$ cat config.mk
export PLATFORM = sky130hd
export DESIGN_NAME = vc_pmem_arbiter_flat
export DESIGN_NICKNAME = d
export VERILOG_FILES = /design/src/rtl/vc_pmem_arbiter_pkg.sv /design/src/rtl/vc_pmem_arbiter_if.sv /design/src/rtl/vc_pmem_arbiter_dirty_picker.sv /design/src/rtl/vc_pmem_arbiter.sv /design/src/flat_wrapper.sv
export SDC_FILE = /design/constraint.sdc
export NUM_CORES = 1
export LEC_CHECK = 0
export CAP_MARGIN = 20
export CORE_AREA = 2 2 536 538
export CTS_CLUSTER_DIAMETER = 150
export DETAILED_ROUTE_END_ITERATION = 6
export DIE_AREA = 0 0 538 540
export DONT_BUFFER_PORTS = 1
export PLACE_DENSITY = 0.3
export SLEW_MARGIN = 20
export SYNTH_ARGS = -nofsm -noshare
export SYNTH_HDL_FRONTEND = slang
export SYNTH_HIERARCHICAL = 1
export SYNTH_SLANG_ARGS = --single-unit
$ cat constraint.sdc
create_clock -name clk -period 2.2 [get_ports clk]
set_clock_uncertainty 0.05 [all_clocks]
set_input_delay 0.11 -clock clk [delete_from_list [all_inputs] [get_ports clk]]
set_output_delay 0.11 -clock clk [all_outputs]
set_load 0.02 [all_outputs]
$ cat src/rtl/vc_pmem_arbiter_pkg.sv
// vc_pmem_arbiter_pkg
// Shared types for the victim-cache / L2 physical-memory arbiter.
//   lc3b_word       : 16-bit line address
//   lc3b_c_line     : 256-bit cache line
//   vc_arb_state_t  : arbiter FSM state encoding
package vc_pmem_arbiter_pkg;

  typedef logic [15:0]  lc3b_word;
  typedef logic [255:0] lc3b_c_line;

  typedef enum logic [1:0] {
    IDLE  = 2'd0,
    FILL  = 2'd1,
    EVICT = 2'd2,
    CLEAN = 2'd3
  } vc_arb_state_t;

endpackage

$ cat src/rtl/vc_pmem_arbiter_if.sv
// vc_pmem_arbiter_if
// Physical-memory port bundle shared by the arbiter and the memory.
//   pmem_read / pmem_write : commands, held until pmem_resp
//   pmem_address           : line address
//   pmem_wdata             : write data
//   pmem_rdata             : read data, valid with pmem_resp
//   pmem_resp              : transaction completion
// master: arbiter side; slave: memory side.
interface vc_pmem_arbiter_if #(
  parameter int unsigned ADDR_W = 16,
  parameter int unsigned LINE_W = 256
);

  logic              pmem_read;
  logic              pmem_write;
  logic [ADDR_W-1:0] pmem_address;
  logic [LINE_W-1:0] pmem_wdata;
  logic [LINE_W-1:0] pmem_rdata;
  logic              pmem_resp;

  modport master (
    output pmem_read, pmem_write, pmem_address, pmem_wdata,
    input  pmem_rdata, pmem_resp
  );

  modport slave (
    input  pmem_read, pmem_write, pmem_address, pmem_wdata,
    output pmem_rdata, pmem_resp
  );

endinterface

$ cat src/rtl/vc_pmem_arbiter_dirty_picker.sv
// vc_dirty_picker
// Lowest-set-bit priority encoder over the VC dirty vector.
//   dirty     in  WAYS   per-way dirty bits
//   idx       out IDX_W  index of the lowest set bit (0 when none set)
//   any_dirty out 1      at least one bit set
module vc_dirty_picker #(
  parameter int unsigned WAYS  = 8,
  parameter int unsigned IDX_W = (WAYS > 1) ? $clog2(WAYS) : 1
) (
  input  logic [WAYS-1:0]  dirty,
  output logic [IDX_W-1:0] idx,
  output logic             any_dirty
);

  always_comb begin
    idx       = '0;
    any_dirty = 1'b0;
    for (int unsigned i = 0; i < WAYS; i++) begin
      if (dirty[i] && !any_dirty) begin
        idx       = IDX_W'(i);
        any_dirty = 1'b1;
      end
    end
  end

endmodule

$ cat src/rtl/vc_pmem_arbiter.sv
// vc_pmem_arbiter
// Schedules the single pmem port between L2 miss fills, forced VC dirty
// evictions and background cleaning of dirty VC lines while L2 is idle.
//   clk, rst            clock, synchronous active-high reset
//   l2_idle             L2 has no outstanding access
//   l2_pmem_read/addr   L2 fill request (held until l2_pmem_resp)
//   l2_pmem_rdata/resp  fill data and one-cycle completion pulse
//   vc_evict_req/addr/wdata, vc_evict_ack   forced eviction handshake
//   vc_dirty_vec        per-way dirty bits
//   vc_way_write/_idx   VC line write this cycle
//   clean_way           way being (or about to be) cleaned; VC answers
//                       combinationally on clean_addr/clean_wdata
//   clean_done          one-cycle pulse: clear dirty bit of clean_way
//   pmem                physical-memory port (master side)
module vc_pmem_arbiter
  import vc_pmem_arbiter_pkg::*;
#(
  parameter int unsigned WAYS   = 8,
  parameter int unsigned LINE_W = 256,
  parameter int unsigned ADDR_W = 16,
  parameter int unsigned WAY_W  = (WAYS > 1) ? $clog2(WAYS) : 1
) (
  input  logic              clk,
  input  logic              rst,
  input  logic              l2_idle,
  input  logic              l2_pmem_read,
  input  logic [ADDR_W-1:0] l2_pmem_addr,
  output logic [LINE_W-1:0] l2_pmem_rdata,
  output logic              l2_pmem_resp,
  input  logic              vc_evict_req,
  input  logic [ADDR_W-1:0] vc_evict_addr,
  input  logic [LINE_W-1:0] vc_evict_wdata,
  output logic              vc_evict_ack,
  input  logic [WAYS-1:0]   vc_dirty_vec,
  input  logic              vc_way_write,
  input  logic [WAY_W-1:0]  vc_way_write_idx,
  output logic [WAY_W-1:0]  clean_way,
  input  logic [ADDR_W-1:0] clean_addr,
  input  logic [LINE_W-1:0] clean_wdata,
  output logic              clean_done,
  vc_pmem_arbiter_if.master pmem
);

  vc_arb_state_t     state, state_next;
  logic [WAY_W-1:0]  pick_idx;
  logic              pick_any;
  logic [WAY_W-1:0]  clean_way_q;
  logic [ADDR_W-1:0] clean_addr_q;
  logic [LINE_W-1:0] clean_wdata_q;
  logic              stale_q;
  logic              start_clean;
  logic              write_hit;

  vc_dirty_picker #(.WAYS(WAYS), .IDX_W(WAY_W)) u_picker (
    .dirty     (vc_dirty_vec),
    .idx       (pick_idx),
    .any_dirty (pick_any)
  );

  // In IDLE the VC is shown the candidate way so that clean_addr/clean_wdata
  // are valid for latching on the entry edge; afterwards the latched way.
  assign clean_way   = (state == CLEAN) ? clean_way_q : pick_idx;
  assign start_clean = (state == IDLE) && (state_next == CLEAN);
  assign write_hit   = vc_way_write && (vc_way_write_idx == clean_way);

  always_ff @(posedge clk) begin
    if (rst) state <= IDLE;
    else     state <= state_next;
  end

  always_comb begin
    state_next = state;
    unique case (state)
      IDLE: begin
        if (vc_evict_req)             state_next = EVICT;
        else if (l2_pmem_read)        state_next = FILL;
        else if (l2_idle && pick_any) state_next = CLEAN;
      end
      FILL, EVICT, CLEAN: begin
        if (pmem.pmem_resp) state_next = IDLE;
      end
      default: state_next = IDLE;
    endcase
  end

  // A VC write to the chosen way on the latch cycle or any CLEAN cycle makes
  // the pmem copy stale, so the dirty bit must survive this clean.
  always_ff @(posedge clk) begin
    if (rst) begin
      clean_way_q   <= '0;
      clean_addr_q  <= '0;
      clean_wdata_q <= '0;
      stale_q       <= 1'b0;
    end else begin
      if (start_clean) begin
        clean_way_q   <= pick_idx;
        clean_addr_q  <= clean_addr;
        clean_wdata_q <= clean_wdata;
      end
      if (state == CLEAN && pmem.pmem_resp)
        stale_q <= 1'b0;
      else if ((start_clean || state == CLEAN) && write_hit)
        stale_q <= 1'b1;
    end
  end

  always_comb begin
    pmem.pmem_read    = 1'b0;
    pmem.pmem_write   = 1'b0;
    pmem.pmem_address = '0;
    pmem.pmem_wdata   = '0;
    l2_pmem_rdata     = '0;
    l2_pmem_resp      = 1'b0;
    vc_evict_ack      = 1'b0;
    clean_done        = 1'b0;
    unique case (state)
      FILL: begin
        pmem.pmem_read    = 1'b1;
        pmem.pmem_address = l2_pmem_addr;
        l2_pmem_rdata     = pmem.pmem_rdata;
        l2_pmem_resp      = pmem.pmem_resp;
      end
      EVICT: begin
        pmem.pmem_write   = 1'b1;
        pmem.pmem_address = vc_evict_addr;
        pmem.pmem_wdata   = vc_evict_wdata;
        vc_evict_ack      = pmem.pmem_resp;
      end
      CLEAN: begin
        pmem.pmem_write   = 1'b1;
        pmem.pmem_address = clean_addr_q;
        pmem.pmem_wdata   = clean_wdata_q;
        clean_done        = pmem.pmem_resp && !(stale_q || write_hit);
      end
      default: ;
    endcase
  end

endmodule

$ cat src/flat_wrapper.sv
// flat-port wrapper written by rule: the top's interface ports become plain ports
module vc_pmem_arbiter_flat import vc_pmem_arbiter_pkg::*;
#(
  parameter int unsigned WAYS   = 8,
  parameter int unsigned LINE_W = 256,
  parameter int unsigned ADDR_W = 16,
  parameter int unsigned WAY_W  = (WAYS > 1) ? $clog2(WAYS) : 1
)
  (clk, rst, l2_idle, l2_pmem_read, l2_pmem_addr, l2_pmem_rdata, l2_pmem_resp, vc_evict_req, vc_evict_addr, vc_evict_wdata, vc_evict_ack, vc_dirty_vec, vc_way_write, vc_way_write_idx, clean_way, clean_addr, clean_wdata, clean_done, pmem_pmem_read, pmem_pmem_write, pmem_pmem_address, pmem_pmem_wdata, pmem_pmem_rdata, pmem_pmem_resp);
  vc_pmem_arbiter_if #(.ADDR_W(ADDR_W), .LINE_W(LINE_W)) pmem_i ();
  input  logic clk;
  input  logic rst;
  input  logic l2_idle;
  input  logic l2_pmem_read;
  input  logic [ADDR_W-1:0] l2_pmem_addr;
  output logic [LINE_W-1:0] l2_pmem_rdata;
  output logic l2_pmem_resp;
  input  logic vc_evict_req;
  input  logic [ADDR_W-1:0] vc_evict_addr;
  input  logic [LINE_W-1:0] vc_evict_wdata;
  output logic vc_evict_ack;
  input  logic [WAYS-1:0] vc_dirty_vec;
  input  logic vc_way_write;
  input  logic [WAY_W-1:0] vc_way_write_idx;
  output logic [WAY_W-1:0] clean_way;
  input  logic [ADDR_W-1:0] clean_addr;
  input  logic [LINE_W-1:0] clean_wdata;
  output logic clean_done;
  output wire logic [$bits(pmem_i.pmem_read)-1:0] pmem_pmem_read;
  output wire logic [$bits(pmem_i.pmem_write)-1:0] pmem_pmem_write;
  output wire logic [$bits(pmem_i.pmem_address)-1:0] pmem_pmem_address;
  output wire logic [$bits(pmem_i.pmem_wdata)-1:0] pmem_pmem_wdata;
  input wire logic [$bits(pmem_i.pmem_rdata)-1:0] pmem_pmem_rdata;
  input wire logic [$bits(pmem_i.pmem_resp)-1:0] pmem_pmem_resp;
  assign pmem_pmem_read = pmem_i.pmem_read;
  assign pmem_pmem_write = pmem_i.pmem_write;
  assign pmem_pmem_address = pmem_i.pmem_address;
  assign pmem_pmem_wdata = pmem_i.pmem_wdata;
  assign pmem_i.pmem_rdata = pmem_pmem_rdata;
  assign pmem_i.pmem_resp = pmem_pmem_resp;
  vc_pmem_arbiter #(.WAYS(WAYS), .LINE_W(LINE_W), .ADDR_W(ADDR_W), .WAY_W(WAY_W)) u_core (.clk(clk), .rst(rst), .l2_idle(l2_idle), .l2_pmem_read(l2_pmem_read), .l2_pmem_addr(l2_pmem_addr), .l2_pmem_rdata(l2_pmem_rdata), .l2_pmem_resp(l2_pmem_resp), .vc_evict_req(vc_evict_req), .vc_evict_addr(vc_evict_addr), .vc_evict_wdata(vc_evict_wdata), .vc_evict_ack(vc_evict_ack), .vc_dirty_vec(vc_dirty_vec), .vc_way_write(vc_way_write), .vc_way_write_idx(vc_way_write_idx), .clean_way(clean_way), .clean_addr(clean_addr), .clean_wdata(clean_wdata), .clean_done(clean_done), .pmem(pmem_i));
endmodule
==> flow_metrics.py <==
metrics = {
    "floorplan": {
        "die_w_um": 538,
        "core_um2": 284000,
        "row_count": 196,
        "ioPinCount": 1370,
        "die_area_um2": 291000,
        "die_y_um": 540,
        "initial_core_util_pct": 5.71,
    },
    "synthesis": {
        "synth_warnings": 6,
        "synth-seq-cells": 278,
        "synth_top_family_by_area": "simple AND/OR/NAND/NOR gates",
        "synth-async-reset-ratio_pct": 0,
        "yosysSeqAreaShare_pct": 34.3,
        "synth_area_leaders": "dfxtp_1, mux2i_1, nand2_1, and2_1, nor2b_1",
        "synth_compound_area_share_pct": 10.0,
        "yosys.area_share.adder_pct": 0,
        "synth_top_area_share_pct": 34.3,
        "avgSynthCellArea_um2": 7.59,
        "synth_flop_cell": "dfxtp_1",
        "synth_edf_count": 0,
        "ys_top_cells_by_count": "nand2_1, a21oi_1, dfxtp_1, and2_1, nor2b_1",
        "syn_nets": 2974,
        "yosysMostFrequentCell": "nand2_1",
        "syn_inst": 2140,
        "synth.distinct_cells": 32,
        "synth_xor_area_share_pct": 0.0539,
        "synth-simple-area-share_pct": 33.5,
        "synth.largest_area_cell": "dfxtp_1",
        "synthMuxAreaShare_pct": 16.9,
        "syn_area_um2": 16200,
    },
    "grt": {
        "grt_pass1_vias": 18600,
        "grt-ovfl-total": 0,
        "grt.total_usage_pct": 11.1,
        "grt_max_degree": 279,
        "antenna_found_initial": 178,
        "grt_pass1_wl_mm": 208,
    },
    "timing": {
        "relSlewSlack_pct": 36.6,
        "hold_ws_ns": -0.465,
        "worst_pin_slew_ns": 0.951,
        "rsz0062_at_grt": "true",
        "fin_crit_ns": 2.42,
        "setup_ws_ns": -0.217,
        "fmax_mhz": 414,
        "drv_slew": 0,
        "finalSetupViolations": 453,
        "period_share_pct": 110,
        "final_hold_viol_count": 191,
    },
    "detailed_routing": {
        "drc_errors": 0,
        "num_vias": 19400,
        "ant_nets": 0,
        "first_pass_iters": 5,
        "drt_iter0_drc": 1369,
        "post_drt_wl_per_cell_um": 27.3,
        "viasPerCell": 2.92,
        "drt_wl_total_mm": 181,
    },
    "min_path": {
        "min_from": "rst",
        "hold_path_class": "in2reg",
        "worstHoldEndpoint": "u_core/clean_wdata_q[207]",
        "worst_hold_path.num_cells": 1,
    },
    "final_layout": {
        "syn_to_final_growth_pct": 104,
        "nets": 3616,
        "fillers": 32700,
        "layout-drive-gt1-share_pct": 36.1,
        "final_cell_area_um2": 33200,
    },
    "flow_run": {
        "drv_cap": 0,
    },
    "worst_setup_path": {
        "required_ns": 2.04,
        "critical_path_class": "reg2out",
        "startpoint_type": "register",
        "r2r_start": "u_core/state[1]",
        "rrSetupSlack_ns": 0.03,
        "ff2ff_path_depth": 6,
        "crit_path_end_kind": "output port",
        "cp_max_fo": 8,
        "worstPathArrival_ns": 2.26,
        "r2r-end": "u_core/state[1]",
    },
    "run_status": {
        "violations": "negative hold slack, negative setup slack",
        "outcome": "finished with violations",
    },
    "cts": {
        "cts_made_buffers": 40,
        "clock_sinks": 278,
        "clk_latency_ns": 0.61,
        "root_buffer": "clkbuf_16",
        "cts_buffer_depth": 3,
        "cts_tree": "yes",
        "htree_num_levels": 2,
        "clkTransAtPathRegs_ns": 0.06,
    },
    "place": {
        "io_buffers": 0,
        "place_congestion": 0.911,
        "post-dp-hpwl_mm": 140,
        "placed_area_um2": 24800,
    },
    "power_and_ir_drop": {
        "power_mw": 18.1,
        "total_leakage_power_nw": 11.4,
        "powerDensity_nw_per_um2": 546,
        "irDropWorstVdd_mv": 0.403,
    },
}
==> where the power goes <==
part,switching [mW],internal (mW)
Clock,2.86,3.95
Sequential,0.144,5.20
Combinational,3.04,2.95
Total,6.04,12.1
==> critical path: stages, from the launching register on <==
cell and delay [ns]:
dfxtp_4 0.36, buf_16 0.16, buf_16 0.16, buf_16 0.16
buf_16 0.21, mux2i_4 0.18, nor2b_2 0.16, buf_12 0.15
==> timing repair <==
action,in CTS,in global routing
buffers inserted,37,48
cloned,31,35
pin swaps,61,183
endpoints found under the hold margin,278,277
gates resized for setup,486,280
hold buffers,243,4
setup endpoints to repair,524,792
==> per-stage QoR <==
step	utilization, %	hold WS (ns)	setup WS [ns]	setup TNS (ns)	instances
detailed placement	8.71	0.192	-0.0480	-0.0480	6113
finish	11.7	-0.465	-0.217	-46.26	6640
floorplan	-	0.196	0.407	0	2140
CTS	10.9	-0.529	-0.335	-126.70	6496
global route	11.6	-0.521	-0.338	-101.89	6617
global placement	8.71	0.199	-0.0289	-0.0289	6113
==> layer usage <==
layer,share of wire (%),wire length [um],up-vias,global-route usage (%)
li1,-,-,8326,-
met1,37,67600,9226,12.4
met2,47,85300,1407,18.5
met3,11,19700,389,4.66
met4,4.5,8080,66,4.67
met5,0.24,434,-,0
==> cell type report <==
type                            instances  area (um2)  area share (%)
Clock buffer                           52        1160            3.48
Tap cell                             3762        4710            14.2
Antenna cell                           66         165           0.498
Inverter                                4        15.0          0.0452
Timing Repair Buffer                  785       10100            30.4
Multi-Input combinational cell       1673       11300            34.0
Clock inverter                         20         185           0.558
Sequential cell                       278        5570            16.8
==> state kept, by name (all words and copies together), names as in the netlist <==
| register | count |
|---|---|
| u_core/stale_q | 1 |
| u_core/clean_wdata_q | 256 |
| u_core/clean_way_q | 3 |
| u_core/state | 2 |
| u_core/clean_addr_q | 16 |
==> cells by family (layout without fill, tap and decap cells) <==
| group | Yosys count | in the layout |
|---|---|---|
| other | 0 | 66 |
| buffers and inverters | 190 | 861 |
| AOI/OAI and AO/OA | 307 | 307 |
| DFF | 278 | 278 |
| and+or+nand+nor | 1091 | 1092 |
| muxes | 273 | 273 |
| xor gates and xnor gates | 1 | 1 |
==> cell usage in the layout (no fill, tap or decap), types with 2 or more instances in the layout <==
master and n:
nand2_4 2, clkbuf_8 11, nand2_1 555, inv_1 3, inv_6 4, nor2_1 4
and2_4 250, buf_4 259, mux2i_2 31, diode_2 66, nor2b_2 39, and2_2 8
a21oi_1 280, buf_16 38, buf_6 32, mux2_2 7, mux2i_1 197, mux2_4 9
nand3_1 4, clkinv_2 10, dfxtp_1 276, nor2b_4 10, a22o_4 9, buf_8 12
bufinv_16 2, clkinvlp_4 2, buf_12 169, nor2b_1 210, dlygate4sd3_1 247, clkbuf_16 67
a21bo_2 2, mux2i_4 29, and2_1 2, dfxtp_4 2, a22o_1 7
==> how the worst max path moves through the flow <==
stage,slack [ns],start,endpoint,cells after the start
after floorplan,0.41,vc_dirty_vec[4],clean_done,7
after global placement,-0.03,vc_dirty_vec[0],clean_done,7
after detailed placement,-0.05,vc_dirty_vec[0],clean_done,7
after CTS,-0.33,u_core/state[0],clean_done,7
after global routing,-0.34,u_core/state[0],clean_done,7
final,-0.22,u_core/state[0],pmem_pmem_wdata[114],7
Note: power is estimated with default switching activity, not from simulation.
